[config.mk]
export PLATFORM = sky130hd
export DESIGN_NAME = apb_timer
export DESIGN_NICKNAME = d
export VERILOG_FILES = /design/src/rtl/apb_timer.sv
export SDC_FILE = /design/constraint.sdc
export NUM_CORES = 1
export LEC_CHECK = 0
export ABC_AREA = 1
export CAP_MARGIN = 10
export CORE_MARGIN = 2
export CORE_UTILIZATION = 41
export CTS_BUF_LIST = sky130_fd_sc_hd__clkbuf_16
export DETAILED_ROUTE_END_ITERATION = 10
export SLEW_MARGIN = 5
export SYNTH_ARGS = -nofsm -noshare
export SYNTH_HDL_FRONTEND = slang
export SYNTH_SLANG_ARGS = --single-unit
[constraint.sdc]
create_clock -name PCLK -period 4.05 [get_ports PCLK]
set_input_delay 1.215 -clock PCLK [delete_from_list [all_inputs] [get_ports PCLK]]
set_output_delay 1.215 -clock PCLK [all_outputs]
set_load 0.03 [all_outputs]
[src/rtl/apb_timer.sv]
// apb_timer: APB completer with a 32-bit down-counting timer, 16-bit prescaler,
// periodic / one-shot modes, sticky timeout flag (W1C) and a level interrupt.
// Every access is stretched by WAIT_STATES cycles with PREADY low.
//
// Ports:
//   PCLK     in   single clock
//   PRESET   in   synchronous active-high reset
//   PSEL     in   completer select
//   PENABLE  in   access phase indicator
//   PWRITE   in   1 = write, 0 = read
//   PADDR    in   byte address, bits [1:0] ignored
//   PWDATA   in   write data
//   PRDATA   out  read data, registered, nonzero only in DONE
//   PREADY   out  registered transfer completion, high only in DONE
//   IRQ      out  TOF & CTRL.IRQEN
//
// Bus FSM:
//   state   | meaning
//   IDLE    | waiting for PSEL & PENABLE
//   WAIT    | inserting wait states, PREADY low
//   DONE    | PREADY high for one cycle, write commits here
//
// Register map: 0x00 CTRL {ONESHOT,IRQEN,EN}, 0x04 PRESCALE[15:0],
//               0x08 LOAD, 0x0C VALUE (RO), 0x10 STATUS {TOF} (W1C)

module apb_timer #(
  parameter int ADDR_W      = 8,
  parameter int WAIT_STATES = 1
) (
  input  logic              PCLK,
  input  logic              PRESET,
  input  logic              PSEL,
  input  logic              PENABLE,
  input  logic              PWRITE,
  input  logic [ADDR_W-1:0] PADDR,
  input  logic [31:0]       PWDATA,
  output logic [31:0]       PRDATA,
  output logic              PREADY,
  output logic              IRQ
);

  localparam int AW = ADDR_W - 2;
  localparam logic [2:0] WCNT_INIT = (WAIT_STATES > 0) ? 3'(WAIT_STATES - 1) : 3'd0;

  typedef enum logic [1:0] {
    ST_IDLE = 2'd0,
    ST_WAIT = 2'd1,
    ST_DONE = 2'd2
  } state_t;

  state_t      state, state_nxt;
  logic [2:0]  wcnt;

  logic        en, irqen, oneshot, tof;
  logic [15:0] prescale, pcnt;
  logic [31:0] load, value;
  logic [31:0] rdata;

  logic [AW-1:0] word;
  logic sel_ctrl, sel_pre, sel_load, sel_val, sel_stat;
  logic wr_en, tick, tof_set;
  logic addr_lsb_unused;

  assign word     = PADDR[ADDR_W-1:2];
  assign sel_ctrl = (word == AW'(0));
  assign sel_pre  = (word == AW'(1));
  assign sel_load = (word == AW'(2));
  assign sel_val  = (word == AW'(3));
  assign sel_stat = (word == AW'(4));
  assign addr_lsb_unused = ^PADDR[1:0];

  // The bridge holds address/data stable through the access, so the
  // commit uses the values present in the DONE cycle.
  assign wr_en   = (state == ST_DONE) && PWRITE;
  assign tick    = en && (pcnt == prescale);
  assign tof_set = tick && (value == 32'd0);
  assign IRQ     = tof && irqen;

  always_comb begin
    state_nxt = state;
    case (state)
      ST_IDLE: if (PSEL && PENABLE) state_nxt = (WAIT_STATES > 0) ? ST_WAIT : ST_DONE;
      ST_WAIT: begin
        if (!PSEL)              state_nxt = ST_IDLE;
        else if (wcnt == 3'd0)  state_nxt = ST_DONE;
      end
      ST_DONE: state_nxt = ST_IDLE;
      default: state_nxt = ST_IDLE;
    endcase
  end

  always_comb begin
    rdata = 32'd0;
    if (sel_ctrl)      rdata = {29'd0, oneshot, irqen, en};
    else if (sel_pre)  rdata = {16'd0, prescale};
    else if (sel_load) rdata = load;
    else if (sel_val)  rdata = value;
    else if (sel_stat) rdata = {31'd0, tof};
  end

  always_ff @(posedge PCLK) begin
    if (PRESET) begin
      state  <= ST_IDLE;
      wcnt   <= 3'd0;
      PREADY <= 1'b0;
      PRDATA <= 32'd0;
    end else begin
      state <= state_nxt;
      if (state == ST_IDLE && state_nxt == ST_WAIT)
        wcnt <= WCNT_INIT;
      else if (state == ST_WAIT && wcnt != 3'd0)
        wcnt <= wcnt - 3'd1;
      // DONE always returns to IDLE, so next==DONE marks entry into DONE
      PREADY <= (state_nxt == ST_DONE);
      PRDATA <= (state_nxt == ST_DONE) ? rdata : 32'd0;
    end
  end

  always_ff @(posedge PCLK) begin
    if (PRESET) begin
      en       <= 1'b0;
      irqen    <= 1'b0;
      oneshot  <= 1'b0;
      prescale <= 16'd0;
      load     <= 32'd0;
      value    <= 32'd0;
      pcnt     <= 16'd0;
      tof      <= 1'b0;
    end else begin
      // A bus write to CTRL overrides the one-shot auto-disable.
      if (wr_en && sel_ctrl) begin
        en      <= PWDATA[0];
        irqen   <= PWDATA[1];
        oneshot <= PWDATA[2];
      end else if (tof_set && oneshot) begin
        en <= 1'b0;
      end

      if (wr_en && sel_pre)  prescale <= PWDATA[15:0];
      if (wr_en && sel_load) load     <= PWDATA;

      // pcnt sits at 0 while disabled, so an EN 0->1 write always starts
      // the prescaler from 0.
      if (!en || (wr_en && sel_load) || tick) pcnt <= 16'd0;
      else                                    pcnt <= pcnt + 16'd1;

      if (wr_en && sel_load) value <= PWDATA;
      else if (tick)         value <= (value == 32'd0) ? load : value - 32'd1;

      // Set beats a same-cycle W1C so no timeout is lost.
      if (tof_set)                            tof <= 1'b1;
      else if (wr_en && sel_stat && PWDATA[0]) tof <= 1'b0;
    end
  end

endmodule

==> results of run 1 <==
## per-layer routing
layer / vias up / wire [um]
met5: - / 0
met4: 0 / 335
met3: 21 / 1360
met2: 222 / 9530
met1: 3430 / 11100
li1: 3919 / -
## power by group through the flow
stage | Combinational [W] | Sequential [W] | Clock (W)
final | 0.000102 | 0.00136 | 0.00161
after floorplan | 0.0000390 | 0.00139 | 0
after global placement | 0.000101 | 0.00139 | 0
after detailed placement | 0.000101 | 0.00139 | 0
after CTS | 0.000102 | 0.00136 | 0.00163
after global routing | 0.000111 | 0.00136 | 0.00170
## final cells by class
class,count,share of cell area
clock buffers,17,0.0468
clock inverters,15,0.0186
inverters,167,0.0695
multi-input cells,865,0.439
flip-flops and latches,138,0.304
well taps,229,0.0315
repair buffers,85,0.0906
## cells in the mapped netlist (3+ instances only)
cell type / instances / area share
nand2_1: 349 / 0.17
nor2_1: 184 / 0.091
inv_1: 159 / 0.078
dfxtp_1: 138 / 0.36
o21ai_0: 83 / 0.054
a21oi_1: 75 / 0.049
nand3_1: 72 / 0.047
xor2_1: 14 / 0.016
nor2_2: 13 / 0.011
buf_2: 12 / 0.0079
clkbuf_1: 12 / 0.0059
o211ai_1: 11 / 0.011
buf_6: 9 / 0.013
nand4_1: 6 / 0.0049
nor2_4: 6 / 0.0089
o22ai_1: 6 / 0.0049
xnor2_1: 6 / 0.0069
ha_1: 5 / 0.0082
inv_2: 5 / 0.0025
o21a_1: 5 / 0.0049
o21ai_1: 5 / 0.0033
buf_4: 3 / 0.0030
nand3b_1: 3 / 0.0030
## stage by stage
stage	hold slack [ps]	worst slack [ps]	area [um2]	utilization	instances
global route	495	850	9090	0.502	1516
detailed placement	452	649	8490	0.470	1484
floorplan	439	1590	7630	-	1208
finish	463	1040	9090	0.502	1516
global placement	450	661	8490	0.470	1484
CTS	461	1070	9090	0.502	1516
## registers in the layout, indices dropped and copies added, names as in the netlist
register,flops
PRDATA,32
PREADY,1
en,1
irqen,1
load,32
oneshot,1
pcnt,16
prescale,16
state,2
tof,1
value,32
wcnt,3
## worst register-to-register path: stages (launching register included)
cell	delay [ps]
dfxtp_1	330
inv_1	130
ha_1	230
nand2_1	90
nor2_1	100
nand2_1	90
nor2_2	590
nor2_1	270
nand2_1	160
nand3_1	70
nor2_1	90
nor2_1	40
## path summary, 6_finish.rpt
kind / end / slack [ps] / depth (start not counted)
worst max-delay path: pcnt[14] / 1040 / 10
worst min-delay path: load[3] / 460 / 2
worst max register to register: value[14] / 1740 / 11
worst min register to register: load[3] / 460 / 2
## kinds of logic (layout without fill, tap and decap cells)
family          after synthesis  count (layout)  synth area share
compound gates              195             195             0.138
xor+xnor                     20              20            0.0230
fa+ha+maj                     5               5           0.00820
buf+inv                     205             284             0.115
flops                       138             138             0.362
simple gates                645             645             0.353
==> results.md, run 1 <==
* # fillers at 1863
* Final period util at 0.742
* Sum Neg Setup Slack at 0 ps
* Row count at 49
* Met2 global-route usage at 0.351
* Crit Path Max Fanout at 21
* Initial antenna violation count at 0
* WL per Instance at 14.7 um
* Routed Antenna Nets at 0
* Total Wirelength at 22.3 mm
* Worst path cell trace: clkdlybuf4s50_1, inv_2, nor2_1, nand2_1, nor2_4, inv_2, nand2_4, inv_4, nand3_4, a21oi_1
* Hpwl dp at 16.2 mm
* Synth-to-layout area growth at 19.1%
* Design Power at 0.00307 W
* Slew Limit Headroom at 0.516
* Clock buffer depth at 2
* First-pass DRT Iterations at 8
* Worst R2R Start: value[0]
* Setup Skew at 6.99 ps
* Number of global-route vias before repair at 7073
* Core ar. at 18100 um2
* Top Family by Delay on Critical Path: buffers and inverters
* Worst-path clk slew at 60 ps
* P_int at 0.00242 W
* Cts bufs inserted at 17
* Mean Syn Cell Area at 6.32 um2
* Die Width at 140 um
* Proportion of layout cells with a drive suffix above 1 at 0.0536
* Diode count at 0
* First-pass GRT wire length at 36.5 mm
* Remaining Overflow, GRT at 0
* Boundary pin count at 79
* Critical hold path startpoint: load[3]
* Crit path max-delay cell type: clkdlybuf4s50_1
* Pins over their slew limit at 0
* Worst ir drop on vdd at 0.270 mV
* # setup viols final at 0
* # DRC at 0
* Initial Util at 0.422
* Ys flop type: dfxtp_1
* Skew-Pair Late Insertion Delay at 420 ps
* FMAX at 333 MHz
* Final hold violations at 0
* Met1 Track Usage GR at 0.336
* Final min period at 3010 ps
* GRT Util Overall at 0.233
* CTS Sinks at 138
* Netlist cell types at 42
* Slew @ Worst Pin at 725 ps
* Vias per cell at 5.01
* Post-synthesis net count at 1258
* Fin nets at 1324
* CP Class: in -> reg
* Crit-path max cell delay at 540 ps
* Post-synth EDFFs at 0
* Port Buf Inserts at 76
* Worst path required time at 4390 ps
* CP Capture Type: register
* Footprint of the multi-input gates at 3990 um2
* Sw power at 0.000652 W
* RSZ-0062 raised after global routing: no
* Sequential power share at 0.443
* Met3 GRT Util at 0.0513
* Net Sw Frac at 0.213
* Max Cap Viol at 0
* Clock root buffer: clkbuf_16
* Post-CTS Hold Buffers at 0
* Worst path bufs/invs at 4
* Commonest non-fill, non-tap cell in the layout: nand2_1
* Min-delay worst type: reg -> reg
* Pin count of the biggest net entering global routing at 37
* Routability Congestion at 0.897
* Post_cts resized at 0
* Synthesis Warnings at 0
* Post-Syn Area at 7630 um2
* Ys async rst share at 0
* Die height at 140 um
* Logic pwr share at 0.033
* Sequential-to-total area share from yosys stat at 0.362
* Arr. time, crit path at 3350 ps
* Synth Instances at 1208
* Most frequent cells in the layout: 349 x nand2_1, 184 x nor2_1, 165 x inv_1
* Start point of the critical path: PADDR[3]
* DR vias at 7592
* PwrDens at 338 nW/um2
* Critical path startpoint category: primary input
* Static leakage at 4.34 nW
* Die area at 19700 um2
* H-tree level count at 4
* Outcome: finished, final reports clean
* Post-CTS Setup Inserts at 0
* FF+latch count, synth at 138
* Power share of the clock group at 0.524
* DR iter-0 viols at 711
* GRT busiest layer: met2
* Cell mode on critical path: inv_2
* Storage cell area at 2760 um2
* CTS tree: built
Power figures use the tool's default switching activity.
==> run 2: changes to the inputs <==
==> constraint.sdc (replaced) <==
create_clock -name PCLK -period 2.5 [get_ports PCLK]
set_input_delay 0.75 -clock PCLK [delete_from_list [all_inputs] [get_ports PCLK]]
set_output_delay 0.75 -clock PCLK [all_outputs]
set_load 0.03 [all_outputs]
==> run 2 against run 1 <==
  * First-iteration DRC count shrank 20%
  * Final cell count increased by 2.2%
  * Via count increased by 0.95%
  * Critical path type is now reg -> out
  * Largest cell class unchanged
==> results.md, run 2 (synthesis gave the netlist of run 1 again) <==
* Diode count at 0 (unchanged)
* DR vias at 7664 (+0.95%)
* Pre-CTS setup slack at -133 ps (-781 ps)
* Port Buf Inserts at 76 (unchanged)
* Most frequent cells in the layout: 349 x nand2_1, 184 x nor2_1, 161 x inv_1
* Post-route setup slack at 192 ps (-852 ps)
* Crit Path Max Fanout at 3 (-86%)
* Initial Util at 0.422 (unchanged)
* CTS Sinks at 138 (unchanged)
* Core Util, Final at 0.520 (+0.0175)
* Skew-Pair Late Insertion Delay at 430 ps (about the same)
* Logic pwr share at 0.036 (+0.003)
* Initial antenna violation count at 0 (unchanged)
* Clock buffer depth at 2 (unchanged)
* Number of global-route vias before repair at 7271 (+2.8%)
* Met3 GRT Util at 0.0397 (-0.0116)
* Die Width at 140 um (unchanged)
* H-tree level count at 4 (unchanged)
* Total Wirelength at 22.7 mm (+1.9%)
* Boundary pin count at 79 (unchanged)
* Row count at 49 (unchanged)
* CP Class: reg -> out
* Net Sw Frac at 0.220 (+0.00764)
* Outcome: finished, final reports clean
* Commonest non-fill, non-tap cell in the layout: nand2_1
* Routability Congestion at 0.923 (+2.9%)
* Remaining Overflow, GRT at 0 (unchanged)
* Min Hold Slack at 462 ps (-1.03 ps)
* GRT busiest layer: met2
* Critical path startpoint category: register
* Slew @ Worst Pin at 731 ps (+5.71 ps)
* FMAX at 433 MHz
* Final min period at 2310 ps
* Cts bufs inserted at 17 (unchanged)
* Static leakage at 4.50 nW (+3.7%)
* DR iter-0 viols at 567 (-20%)
* Final hold violations at 0 (unchanged)
* Pins over their slew limit at 0 (unchanged)
* Post_cts resized at 0 (unchanged)
* PwrDens at 524 nW/um2 (+55%)
* Routed Antenna Nets at 0 (unchanged)
* Worst-path clk slew at 60 ps (about the same)
* Die area at 19700 um2 (unchanged)
* Setup Skew at 12.8 ps (+5.85 ps)
* Sequential power share at 0.447 (+0.004)
* Placed cell area at 8820 um2 (+3.9%)
* Design Power at 0.00492 W (+60%)
* Vias per cell at 4.95 (-1.2%)
* CTS tree: built
* RSZ-0062 raised after global routing: no
* Met1 Track Usage GR at 0.347 (+0.0112)
* Slew Limit Headroom at 0.511 (-0.00487)
* Design area at 9400 um2 (+3.5%)
* First-pass GRT wire length at 37.3 mm (+2.3%)
* # setup viols final at 0 (unchanged)
* Post-CTS Setup Inserts at 0 (unchanged)
* Core ar. at 18100 um2 (unchanged)
* Synth-to-layout area growth at 23.2%
* Largest regs: PRDATA (32), load (32), value (32)
* Pin count of the biggest net entering global routing at 43 (+16%)
* Worst ir drop on vdd at 0.485 mV (+80%)
* First-pass DRT Iterations at 5 (-3)
* Die height at 140 um (unchanged)
* Sw power at 0.00108 W (+66%)
* WL per Instance at 14.7 um (-0.29%)
* Max Cap Viol at 0 (unchanged)
* Final period util at 0.923
* Worst path required time at 1750 ps (-2640 ps)
* Post-CTS Hold Buffers at 0 (unchanged)
* # DRC at 0 (unchanged)
* CP Capture Type: primary output
* Clock root buffer: clkbuf_16
* Power share of the clock group at 0.517 (-0.007)
* GRT Util Overall at 0.238 (+0.00489)
* P_int at 0.00384 W (+59%)
* Fin nets at 1358 (+2.6%)
* Proportion of layout cells with a drive suffix above 1 at 0.0795 (+0.0259)
* Min-delay worst type: reg -> reg
* Met2 global-route usage at 0.363 (+0.0124)
* Arr. time, crit path at 1560 ps (-1790 ps)
* Hpwl dp at 16.9 mm (+4.5%)
## run 2: changes by cell type in the layout (fill, tap and decap cells not counted), sizes merged
cell      previous run  this run
clkinv               6         5
clkinvlp             0         2
inv                172       171
bufinv               4         3
buf                  9        43
## run 2: layout make-up
class,count,area [um2]
Tap cell,229,287
Sequential cell,138,2760
Clock buffer,17,425
Inverter,167,632
Fill cell,1859,8680
Multi-Input combinational cell,865,3990
Timing Repair Buffer,119,1150
Clock inverter,14,155
## run 2: worst max-delay path, cell delays in order (launching register included)
cell and delay (ps):
dfxtp_1 350, nand2_1 60, inv_1 60, clkdlybuf4s50_1 670
## run 2: metal layers
metal  part of all wire  vias up  routed length (um)
met5                  0        -                   0
met4              0.013        0                 299
met3              0.051       22                1160
met2               0.43      196                9850
met1               0.50     3450               11400
li1                   -     3996                   -
## run 2: per-stage QoR
step / std cells / setup TNS [ps]
after floorplan: 1208 / 0
after global placement: 1518 / -2750
after detailed placement: 1518 / -3580
after CTS: 1549 / 0
after global routing: 1549 / 0
final: 1549 / 0
## run 2: final timing paths
check,startpoint,end,slack (ps),cells after the start
worst max-delay path,tof,IRQ,190,3
worst max register to register,pcnt[8],value[29],480,8
worst min-delay path,load[5],load[5],460,2
worst min register to register,load[5],load[5],460,2
## run 2: power by group through the flow
| stage | sequential (W) | clock [W] | combinational, W |
|---|---|---|---|
| finish | 0.00220 | 0.00254 | 0.000177 |
| global route | 0.00220 | 0.00267 | 0.000192 |
| CTS | 0.00220 | 0.00259 | 0.000178 |
| detailed placement | 0.00225 | 0 | 0.000176 |
| global placement | 0.00225 | 0 | 0.000176 |
| floorplan | 0.00225 | 0 | 0.0000632 |
==> run 3: changes to the inputs <==
--- a/config.mk
+++ b/config.mk
@@ -7,6 +7,7 @@
 export LEC_CHECK = 0
 export ABC_AREA = 1
 export CAP_MARGIN = 10
+export CORE_ASPECT_RATIO = 1.1
 export CORE_MARGIN = 2
 export CORE_UTILIZATION = 41
 export CTS_BUF_LIST = sky130_fd_sc_hd__clkbuf_16
==> run 3 against run 2 <==
  * Clock skew shrank 1.6 ps
  * Clock power is essentially flat
  * Critical path depth is the same
  * Clock-buffer cell count is the same
  * Via count grew 1.9%
  * Sequential share of layout area shrank 0.37 points
  * Largest cell class unchanged
  * Highest routed layer unchanged
==> results.md, run 3 (synthesis gave the netlist of run 1 again) <==
* Reg2Reg Depth at 8 (unchanged)
* Max Cap Viol at 0 (unchanged)
* Post-route insts no fill at 1572 (+1.5%)
* PwrDens at 519 nW/um2 (-0.83%)
* Design Power at 0.00494 W (+0.42%)
* Post-CTS Hold Buffers at 0 (unchanged)
* Core Util, Final at 0.519 (-0.000931)
* Sw power at 0.00117 W (+7.7%)
* Remaining Overflow, GRT at 0 (unchanged)
* CTS Sinks at 138 (unchanged)
* Largest regs: PRDATA (32), load (32), value (32)
* Worst path required time at 1750 ps (about the same)
* Critical path startpoint category: register
* Logic pwr share at 0.036 (about the same)
* First-pass GRT wire length at 36.5 mm (-2.3%)
* Number of global-route vias before repair at 7331 (+0.83%)
* Min-delay worst type: reg -> reg
* RSZ-0062 raised after global routing: no
* Core ar. at 18300 um2 (+1.4%)
* DR vias at 7811 (+1.9%)
* # DRC at 0 (unchanged)
* Sequential power share at 0.445 (-0.002)
* FMAX at 436 MHz (+0.52%)
* WL per Instance at 14.3 um (-2.6%)
* Post-CTS Setup Inserts at 0 (unchanged)
* Most frequent cells in the layout: 349 x nand2_1, 184 x nor2_1, 160 x inv_1
* Die Width at 134 um (-4.5%)
* Hpwl dp at 16.9 mm (-0.12%)
* H-tree level count at 4 (unchanged)
* Static leakage at 4.54 nW (+0.79%)
* Initial Util at 0.416 (-0.00601)
* Total Wirelength at 22.5 mm (-1.2%)
* Slew @ Worst Pin at 727 ps (-4.15 ps)
* Pin count of the biggest net entering global routing at 47 (+9.3%)
* CTS tree: built
* First-pass DRT Iterations at 5 (unchanged)
* Vias per cell at 4.97 (+0.43%)
* Synth-to-layout area growth at 24.8%
* Worst-path clk slew at 70 ps (about the same)
* Slew Limit Headroom at 0.514 (+0.00278)
* Diode count at 0 (unchanged)
* Outcome: finished, final reports clean
* Clock root buffer: clkbuf_16
* GRT Util Overall at 0.233 (-0.00502)
* Final period util at 0.918 (-0.00480)
* Clock buffer depth at 2 (unchanged)
* Worst hold path depth at 2 (unchanged)
* P_int at 0.00378 W (-1.6%)
* Final hold violations at 0 (unchanged)
* # fillers at 1962 (+5.5%)
* Post_cts resized at 0 (unchanged)
* Net Sw Frac at 0.236 (+0.0159)
* Row count at 52 (+6.1%)
* Port Buf Inserts at 76 (unchanged)
* Die area at 19700 um2 (about the same)
* Final min period at 2300 ps (-12.0 ps)
* Die height at 147 um (+4.7%)
* Arr. time, crit path at 1550 ps (about the same)
* Commonest non-fill, non-tap cell in the layout: nand2_1
* CP Capture Type: primary output
* Routability Congestion at 0.959 (+3.9%)
* Worst ir drop on vdd at 0.458 mV (-5.7%)
* Setup Skew at 11.3 ps (-1.58 ps)
* Crit Path Max Fanout at 3 (unchanged)
* Power share of the clock group at 0.519 (+0.002)
* Proportion of layout cells with a drive suffix above 1 at 0.0880 (+0.00849)
* Fin nets at 1366 (+0.59%)
* Routed Antenna Nets at 0 (unchanged)
* Initial antenna violation count at 0 (unchanged)
* Cts bufs inserted at 17 (unchanged)
* Post-placement cell count at 1540 (+1.4%)
* Pins over their slew limit at 0 (unchanged)
* DR iter-0 viols at 517 (-8.8%)
* Boundary pin count at 79 (unchanged)
* # setup viols final at 0 (unchanged)
* CP Class: reg -> out
* Skew-Pair Late Insertion Delay at 430 ps (about the same)
[run 3: changes by cell type in the layout (fill, tap and decap cells not counted), moves of 2 or more]
cell / delta
buf_4: +6
clkinv_1: -3
buf_12: +2
clkinv_4: +2
clkinvlp_4: +2
inv_6: +2
[run 3: area by class of cell]
type / instances / area, um2 / share of cell area
Sequential cell: 138 / 2760 / 0.290
Inverter: 167 / 632 / 0.0664
Tap cell: 243 / 304 / 0.0319
Clock inverter: 15 / 166 / 0.0175
Timing Repair Buffer: 127 / 1240 / 0.131
Multi-Input combinational cell: 865 / 3990 / 0.419
Clock buffer: 17 / 425 / 0.0447
[run 3: worst max-delay path, cell delays in order, from the launching register on]
cell             delay (ps)
dfxtp_1                 340
nand2_1                  60
inv_1                    50
clkdlybuf4s50_1         670
[run 3: power groups by stage]
stage / sequential (W) / clock, W / combinational [W]
floorplan: 0.00225 / 0 / 0.0000632
global placement: 0.00225 / 0 / 0.000177
detailed placement: 0.00225 / 0 / 0.000177
CTS: 0.00220 / 0.00261 / 0.000178
global route: 0.00220 / 0.00272 / 0.000192
finish: 0.00220 / 0.00256 / 0.000179
[run 3: final timing paths]
path	start	to	slack (ps)
worst max register to register	wcnt[0]	PRDATA[3]	470
worst min-delay path	wcnt[1]	wcnt[1]	460
worst min register to register	wcnt[1]	wcnt[1]	460
worst max-delay path	irqen	IRQ	200
[run 3: stage by stage]
stage	hold slack, ps	setup TNS [ps]	instance area [um2]	worst slack, ps
after CTS	469	0	9520	179
final	463	0	9520	204
after floorplan	439	0	7630	508
after global placement	448	-6720	8930	-191
after global routing	487	0	9520	54.7
after detailed placement	452	-9160	8930	-198
[run 3: per-layer routing]
metal | GRT usage | part of all wire
met1 | 0.320 | 0.48
met3 | 0.0404 | 0.049
met2 | 0.367 | 0.44
met4 | 0.0837 | 0.025
met5 | 0 | 0
